**src/rtl/fx3_bus_pkg.sv**
```systemverilog
// Shared definitions for the FX3 slave-FIFO bus controller: state codes,
// socket addresses, default timing and a counter-load helper.
package fx3_bus_pkg;

  localparam logic [2:0] ST_IDLE        = 3'd0;
  localparam logic [2:0] ST_IN_SETUP    = 3'd1;
  localparam logic [2:0] ST_IN_ACTIVE   = 3'd2;
  localparam logic [2:0] ST_IN_RELEASE  = 3'd3;
  localparam logic [2:0] ST_OUT_SETUP   = 3'd4;
  localparam logic [2:0] ST_OUT_ACTIVE  = 3'd5;
  localparam logic [2:0] ST_OUT_RELEASE = 3'd6;
  localparam logic [2:0] ST_TURNAROUND  = 3'd7;

  localparam logic [1:0] DEF_IN_SOCKET  = 2'b00;
  localparam logic [1:0] DEF_OUT_SOCKET = 2'b11;

  localparam int unsigned DEF_ADDR_SETUP_CYCLES = 2;
  localparam int unsigned DEF_TURNAROUND_CYCLES = 2;
  localparam int unsigned DEF_TIMEOUT_CYCLES    = 4096;

  typedef enum logic {
    SIDE_IN  = 1'b0,
    SIDE_OUT = 1'b1
  } side_e;

  // Down-counters terminate at zero, so an N-cycle wait loads N-1 (clamped to 4 bits).
  function automatic logic [3:0] cnt4_load(input int unsigned n);
    if (n == 0) return 4'd0;
    if (n > 16) return 4'd15;
    return 4'(n - 1);
  endfunction

endpackage

```
**src/rtl/fx3_rr_arbiter.sv**
```systemverilog
// Two-requester round-robin: on a tie the side not served last wins.
// last_served is updated by a strobe when a transfer ends.
module fx3_rr_arbiter
  import fx3_bus_pkg::*;
(
  input  logic  clk,
  input  logic  rst,
  input  logic  i_req_in,
  input  logic  i_req_out,
  input  logic  i_update,
  input  side_e i_served,
  output logic  o_grant_in,
  output logic  o_grant_out
);

  side_e r_last_served;

  always_ff @(posedge clk) begin
    if (rst) begin
      r_last_served <= SIDE_OUT;
    end else if (i_update) begin
      r_last_served <= i_served;
    end
  end

  assign o_grant_in  = i_req_in  && (!i_req_out || (r_last_served == SIDE_OUT));
  assign o_grant_out = i_req_out && (!i_req_in  || (r_last_served == SIDE_IN));

endmodule

```
**src/rtl/fx3_bus_controller.sv**
```systemverilog
// FX3 slave-FIFO bus sequencer: arbitrates inbound/outbound, sets up the socket
// address, holds the path enable until finished, then enforces turnaround.
//
// state          | meaning
// IDLE           | arbitrate requests, grant latches size and address
// IN_SETUP       | address stable, waiting before inbound enable
// IN_ACTIVE      | inbound enable high, timeout running
// IN_RELEASE     | enable low, waiting for inbound path to go quiet
// OUT_SETUP      | address stable, waiting before outbound enable
// OUT_ACTIVE     | outbound enable high, timeout running
// OUT_RELEASE    | enable low, waiting for outbound path to go quiet
// TURNAROUND     | idle gap before the next arbitration
module fx3_bus_controller
  import fx3_bus_pkg::*;
#(
  parameter logic [1:0]  IN_SOCKET         = DEF_IN_SOCKET,
  parameter logic [1:0]  OUT_SOCKET        = DEF_OUT_SOCKET,
  parameter int unsigned ADDR_SETUP_CYCLES = DEF_ADDR_SETUP_CYCLES,
  parameter int unsigned TURNAROUND_CYCLES = DEF_TURNAROUND_CYCLES,
  parameter int unsigned TIMEOUT_CYCLES    = DEF_TIMEOUT_CYCLES
)
(
  input  logic        clk,
  input  logic        rst,
  input  logic        i_in_dma_ready,
  input  logic        i_out_dma_ready,
  input  logic        i_out_request,
  input  logic [23:0] i_cfg_packet_size,
  input  logic        i_in_path_busy,
  input  logic        i_in_path_finished,
  input  logic        i_out_path_busy,
  input  logic        i_out_path_finished,
  output logic [1:0]  o_address,
  output logic [23:0] o_packet_size,
  output logic        o_in_path_enable,
  output logic        o_read_flow_cntrl,
  output logic        o_out_path_enable,
  output logic        o_busy,
  output logic        o_timeout
);

  localparam int unsigned    TW         = $clog2(TIMEOUT_CYCLES);
  localparam logic [TW-1:0]  TO_LAST    = TW'(TIMEOUT_CYCLES - 1);
  localparam logic [TW-1:0]  TO_MAX     = '1;
  localparam logic [3:0]     SETUP_LOAD = cnt4_load(ADDR_SETUP_CYCLES);
  localparam logic [3:0]     TA_LOAD    = cnt4_load(TURNAROUND_CYCLES);
  localparam bit             TA_SKIP    = (TURNAROUND_CYCLES == 0);

  logic [2:0]    r_state;
  logic [3:0]    r_cnt;
  logic [TW-1:0] r_to_cnt;
  logic [1:0]    r_address;
  logic [23:0]   r_packet_size;

  logic  w_size_nz;
  logic  w_in_req;
  logic  w_out_req;
  logic  w_grant_in;
  logic  w_grant_out;
  logic  w_in_active;
  logic  w_out_active;
  logic  w_to_hit;
  logic  w_in_done;
  logic  w_in_abort;
  logic  w_out_done;
  logic  w_out_abort;
  logic  w_in_end;
  logic  w_out_end;
  side_e w_served;

  assign w_size_nz = |i_cfg_packet_size;
  assign w_in_req  = i_in_dma_ready && w_size_nz;
  assign w_out_req = i_out_request && i_out_dma_ready && w_size_nz;

  assign w_in_active  = (r_state == ST_IN_ACTIVE);
  assign w_out_active = (r_state == ST_OUT_ACTIVE);
  assign w_to_hit     = (r_to_cnt == TO_LAST);

  // finished on the last allowed cycle is a normal completion, not an abort
  assign w_in_done   = w_in_active  &&  i_in_path_finished;
  assign w_in_abort  = w_in_active  && !i_in_path_finished  && w_to_hit;
  assign w_out_done  = w_out_active &&  i_out_path_finished;
  assign w_out_abort = w_out_active && !i_out_path_finished && w_to_hit;
  assign w_in_end    = w_in_done  || w_in_abort;
  assign w_out_end   = w_out_done || w_out_abort;
  assign w_served    = w_out_end ? SIDE_OUT : SIDE_IN;

  fx3_rr_arbiter u_arb (
    .clk         (clk),
    .rst         (rst),
    .i_req_in    (w_in_req),
    .i_req_out   (w_out_req),
    .i_update    (w_in_end || w_out_end),
    .i_served    (w_served),
    .o_grant_in  (w_grant_in),
    .o_grant_out (w_grant_out)
  );

  always_ff @(posedge clk) begin
    if (rst) begin
      r_state       <= ST_IDLE;
      r_cnt         <= '0;
      r_to_cnt      <= '0;
      r_address     <= IN_SOCKET;
      r_packet_size <= '0;
    end else begin
      case (r_state)
        ST_IDLE: begin
          if (w_grant_in) begin
            r_state       <= ST_IN_SETUP;
            r_address     <= IN_SOCKET;
            r_packet_size <= i_cfg_packet_size;
            r_cnt         <= SETUP_LOAD;
          end else if (w_grant_out) begin
            r_state       <= ST_OUT_SETUP;
            r_address     <= OUT_SOCKET;
            r_packet_size <= i_cfg_packet_size;
            r_cnt         <= SETUP_LOAD;
          end
        end
        ST_IN_SETUP, ST_OUT_SETUP: begin
          if (r_cnt == 4'd0) begin
            r_state  <= (r_state == ST_IN_SETUP) ? ST_IN_ACTIVE : ST_OUT_ACTIVE;
            r_to_cnt <= '0;
          end else begin
            r_cnt <= r_cnt - 4'd1;
          end
        end
        ST_IN_ACTIVE: begin
          if (w_in_end) begin
            r_state <= ST_IN_RELEASE;
          end else if (r_to_cnt != TO_MAX) begin
            r_to_cnt <= r_to_cnt + 1'b1;
          end
        end
        ST_OUT_ACTIVE: begin
          if (w_out_end) begin
            r_state <= ST_OUT_RELEASE;
          end else if (r_to_cnt != TO_MAX) begin
            r_to_cnt <= r_to_cnt + 1'b1;
          end
        end
        ST_IN_RELEASE: begin
          if (!i_in_path_finished && !i_in_path_busy) begin
            r_state <= TA_SKIP ? ST_IDLE : ST_TURNAROUND;
            r_cnt   <= TA_LOAD;
          end
        end
        ST_OUT_RELEASE: begin
          if (!i_out_path_finished && !i_out_path_busy) begin
            r_state <= TA_SKIP ? ST_IDLE : ST_TURNAROUND;
            r_cnt   <= TA_LOAD;
          end
        end
        ST_TURNAROUND: begin
          if (r_cnt == 4'd0) begin
            r_state <= ST_IDLE;
          end else begin
            r_cnt <= r_cnt - 4'd1;
          end
        end
        default: r_state <= ST_IDLE;
      endcase
    end
  end

  assign o_address         = r_address;
  assign o_packet_size     = r_packet_size;
  assign o_in_path_enable  = w_in_active;
  assign o_out_path_enable = w_out_active;
  assign o_read_flow_cntrl = w_in_active && i_in_dma_ready;
  assign o_busy            = (r_state != ST_IDLE);
  assign o_timeout         = w_in_abort || w_out_abort;

endmodule

```
**config.mk**
```make
export PLATFORM = sky130hd
export DESIGN_NAME = fx3_bus_controller
export DESIGN_NICKNAME = d
export VERILOG_FILES = /design/src/rtl/fx3_bus_pkg.sv /design/src/rtl/fx3_rr_arbiter.sv /design/src/rtl/fx3_bus_controller.sv
export SDC_FILE = /design/constraint.sdc
export NUM_CORES = 1
export LEC_CHECK = 0
export ABC_AREA = 1
export CORE_ASPECT_RATIO = 1.5
export CORE_UTILIZATION = 39
export DETAILED_ROUTE_END_ITERATION = 10
export HOLD_SLACK_MARGIN = 0.1
export PLACE_DENSITY = 0.69
export SYNTH_ARGS = -nofsm -noshare
export SYNTH_HDL_FRONTEND = slang
export SYNTH_SLANG_ARGS = --single-unit
```
**constraint.sdc**
```tcl
create_clock -name clk -period 1.7 [get_ports clk]
set_clock_uncertainty 0.1 [all_clocks]
set_input_delay 0.255 -clock clk [delete_from_list [all_inputs] [get_ports clk]]
set_output_delay 0.255 -clock clk [all_outputs]
set_load 0.02 [all_outputs]
```
=== Word-level counts from Yosys, hierarchy flattened ===
Index checks and enable logic that the tools add are counted.

* Add/subtract/negate cells: 2
* Multiply operators: 0
* Div/mod/pow operators: 0
* $lt $le $gt $ge: 0
* Equality and inequality tests: 19
* Shift-type cells: 0
* Muxes and demuxes: 26
* Bitwise logic cells: 1
* Reduce and logical (&&, ||, !) cells: 39

{| class="wikitable"
|+ Operators with widths
! kind !! count
|-
| $mux 12 || 4
|-
| $mux 24 || 2
|-
| $pmux 12 s3 || 1
|-
| $mux 3 || 9
|-
| $reduce_or 24->1 || 1
|-
| $pmux 3 s7 || 1
|-
| $mux 4 || 5
|-
| $pmux 4 s4 || 1
|-
| $logic_and 1x1->1 || 14
|-
| $ne 2x2->1 const B || 7
|-
| $add 12x1->12 const B || 1
|-
| $eq 12x12->1 const B || 1
|-
| $eq 3x3->1 const B || 4
|-
| $ne 12x12->1 const B || 1
|-
| $reduce_and 7->1 || 1
|-
| $eq 3x2->1 const B || 2
|-
| $logic_not 1->1 || 6
|-
| $logic_or 1x1->1 || 6
|-
| $reduce_bool 3->1 || 2
|-
| $reduce_and 5->1 || 1
|-
| $logic_not 4->1 || 1
|-
| $mux 2 || 2
|-
| $ne 2x1->1 const B || 2
|-
| $reduce_and 4->1 || 1
|-
| 11 further kinds || 11
|}

* Register bits after elaboration: 46
* Bits in latches: 0
* RAM bits: 0
* Memory bits (read-only): 0
* Bits of input ports: 33
* Output and inout port bits: 31
* Logic and storage cells: 93
* Memories kept: 0

=== Depth between registers and ports, before layout ===
* Depth after elaboration: 8
* Depth in mapped cells: 12
* Depth with buffers taken out: 12

=== Cells and area by module ===
Synthesis repeated with hierarchy kept, for this count alone.

* Cell total of the unflattened synthesis: 361
* Area total of the unflattened synthesis: 2,359.8 um^2

{| class="wikitable"
|+ By module, submodules not included
! module !! times used !! cells each !! area each (um^2) !! seq. area each (um^2)
|-
| fx3_bus_controller || 1 || 350 || 2,299.7 || 880.8
|-
| fx3_rr_arbiter || 1 || 11 || 60.1 || 20.0
|}

=== Worst setup path after synthesis ===
OpenSTA, ideal clock, no wires.

* Kind: register -> register
* From: register r_to_cnt[0]
* To: register r_to_cnt[1]
* Setup time: 0.115 ns
* Arrival: 1.555 ns
* Data required time: 1.485 ns
* Setup slack: -0.070 ns
* Cell stages (with the launch flop): 10
* Period minus slack after synthesis: 1.770 ns
* Cells stage by stage: dfxtp_1 -> ha_1 -> nand3_1 -> nor3_2 -> nand2_1 -> nand2_1 -> a21oi_2 -> buf_4 -> a21oi_1 -> nor2_1

* Cells in the longest elaborated chain, start to end: 5
* Elaborated cells between the ends (all ways): 14
* Classes of those cells: 1 x add/sub; 4 x eq/ne; 4 x mux; 5 x reduce/logical

{| class="wikitable"
|+ Ends and longest elaborated chain
! item !! RTL line !! source
|-
| start: declaration || fx3_bus_controller.sv:51 || <nowiki>logic [TW-1:0] r_to_cnt;</nowiki>
|-
| start signal: assignment || fx3_bus_controller.sv:133 || <nowiki>r_to_cnt <= r_to_cnt + 1'b1;</nowiki>
|-
| start signal: assignment || fx3_bus_controller.sv:140 || <nowiki>r_to_cnt <= r_to_cnt + 1'b1;</nowiki>
|-
| branches (longest 5 deep; another with $add 12x1->12) || n/a ||
|}

Parallel ways; which one is timed is not known. The select of a mux whose other input is x is not followed.
A chain may end at the register's enable or synchronous reset.

=== Final worst setup path ===
* From: register r_to_cnt[1]
* To: register r_to_cnt[9]

Same word-level chain as after synthesis.

==> results.ini <==
[final_layout]
final_cell_mix=clkdlybuf4s50_1, nand2_1, buf_4, inv_1, nor2_1
drive_above_1_share_pct=26.2
nets=515
mostFrequentLayoutCell=clkdlybuf4s50_1
post-route-util_pct=63.4
diodes=0
design_area_mm2=0.00386
area_growth_pct=58.1

[place]
port_buffers=63
gp_congestion=0.882
hpwl_um=4870
dpl_cell_area_mm2=0.00349

[global_route]
grt_usage_pct=21.6
antenna_found_initial=0
grt_pass1_vias=2531
grt_pass1_wl_um=11000
grt_use_met1_pct=22.5
grt_max_degree=50
busiest_layer=met2
use_met3_pct=5.67
grt-ovfl-total=0
met2_usage_pct=39.1

[clock_network]
cts_sinks=45
clk_latency_ps=300
clk_pin_slew_ps=90
cts-root-buf=clkbuf_8
holdBufCountCts=0
cts_made_buffers=5
clockBufferDepth=2
htreeDepth=2
cts_tree=done

[timing]
fmax_mhz=544
rsz0062_at_grt=yes
setup_violations=14
maxSlewHeadroom_pct=74.1
timing.final.hold_violations=0
setup_ws_ps=-139
fin_crit_sh_pct=108
layout_min_cycle_time_ps=1840
tightest_slew_ps=386
drv_slew=0

[synthesis]
ys_ff_latch=45
syn_area_mm2=0.00244
synthCells=366
yosys_warnings=0
yosysSeqAreaShare_pct=36.9
synth_area_leaders=dfxtp_1, nand2_1, a21oi_1
syn_nets=401
synth_top_area_cell=dfxtp_1
yosysUniqueCellTypes=30
netlist.area_leader.share_pct=36.9
synth.avg_cell_area_um2=6.67

[power]
cellPowerDensity_mw_per_mm2=1620
p_leak_nw=1.61
fin_total_pwr_mw=6.27
ir_drop_mv=0.905

[floorplanning]
io_pins=64
die_y_um=98.9
row_count=35
dieWidth_um=66.6
core_area_mm2=0.00609
initial_core_util_pct=40.1
dieArea_mm2=0.00659

[setup_path]
critical_path.max_stage_delay_ps=360
crit_fanout=5
cp-start-kind=flop
crit_type=reg -> reg
critPathCaptureType=flop
arrival_ps=1940
crit_slowest_cell=dfxtp_2
path_cells=ha_4 -> nand3_4 -> buf_6 -> nor3_4 -> nand2_2 -> o21ai_2 -> nor2_4 -> buf_4 -> nand3_1 -> a21oi_1
cp.required_ps=1800

[route]
drt-total-wl_um=7020
via_count=2733
antenna_left=0
dr.first_iter.drc_count=123
drt-pass1-iter-count=5
wl_per_cell_um=12.7
vias_per_cell=4.92
route.detailed.drc=0

[outcome]
violations=negative setup slack
status=complete, but fails checks

[flow_run]
cap_violations=0

[worst_hold_path]
hp-class=reg -> reg

## cells by family after synthesis
kind of cell,Yosys count,share of synthesized area [%]
simple gates,162,29.9
compound gates,79,17.2
buf+inv,69,11.8
flops,45,36.9
xor+xnor,9,3.23
fa+ha+maj,2,1.02
## cells in the mapped netlist
master     n
inv_1     54
buf_6      2
dfxtp_1   45
a21oi_2    2
a21boi_0   1
nor3_1     1
buf_4      3
o21ai_4    1
or2_2      1
nand3b_1   1
buf_2      2
o21ai_0   27
o21ai_2    1
nand3_1   22
xor2_1     6
xnor2_1    3
nor2_1    53
nand3_2    3
nand2_2    2
nor3_2     1
nor2_4     1
nand4_1    7
nor2_2     3
nand2_1   65
nand2_4    1
o21ai_1    3
clkbuf_1   8
ha_1       2
a21oi_1   44
nor2_8     1
## where the power goes
group | internal (mW) | leakage (nW) | switching, mW
Sequential | 1.38 | 0.373 | 0.196
Combinational | 1.79 | 1.19 | 2.21
Clock | 0.293 | 0.0445 | 0.407
## metrics by stage
| stage | hold slack, ps | TNS [ps] | cells | setup WS (ps) |
|---|---|---|---|---|
| after global placement | 329 | -6990 | 536 | -284 |
| final | 347 | -1420 | 555 | -139 |
| after floorplan | 341 | 0 | 366 | 23.0 |
| after global routing | 368 | -3050 | 555 | -249 |
| after CTS | 350 | -1510 | 548 | -137 |
| after detailed placement | 336 | -8730 | 536 | -310 |
## metal layers
layer  vias to the layer above  share of wire [%]
li1                       1394                  -
met1                      1237                 40
met2                        85                 52
met3                        17                6.2
met4                         0                2.6
met5                         -                  0
## layout make-up
cell class                 count  area (um^2)
clock inverter                 3         21.3
fill                         545         2230
clock buffer                   5         68.8
tap                           74         92.6
inverter                      54          205
sequential                    45          916
multi-input combinational    253         1420
timing repair buffer         121         1130
## what timing repair did
action,4_1_cts,5_1_grt
setup buffers,2,6
gates resized for setup,32,53
pin swaps,7,14
setup endpoints to repair,19,42
gates cloned,2,1
## critical path, delay by kind of cell, from the launching register on
family	cells	cell delay (ps)
fa+ha+maj	1	150
compound gates	2	260
simple gates	5	570
buf+inv	2	290
flops	1	360
## sequential cells by signal (all words and copies together) (netlist names)
register,count
o_address,1
r_to_cnt,12
r_cnt,4
r_state,3
o_packet_size,24
u_arb.r_last_served,1
## path summary, 6_finish.rpt
path / startpoint / end / slack, ps / cells after the start
min: o_packet_size[15]$_SDFFE_PP0P_ / o_packet_size[15]$_SDFFE_PP0P_ / 350 / 2
max reg2reg: r_to_cnt[1]$_SDFFE_PP0P_ / r_to_cnt[9]$_SDFFE_PP0P_ / -140 / 10
max: r_to_cnt[1]$_SDFFE_PP0P_ / r_to_cnt[9]$_SDFFE_PP0P_ / -140 / 10
min reg2reg: o_packet_size[15]$_SDFFE_PP0P_ / o_packet_size[15]$_SDFFE_PP0P_ / 350 / 2
No activity file was read; power rests on OpenSTA's default activity.
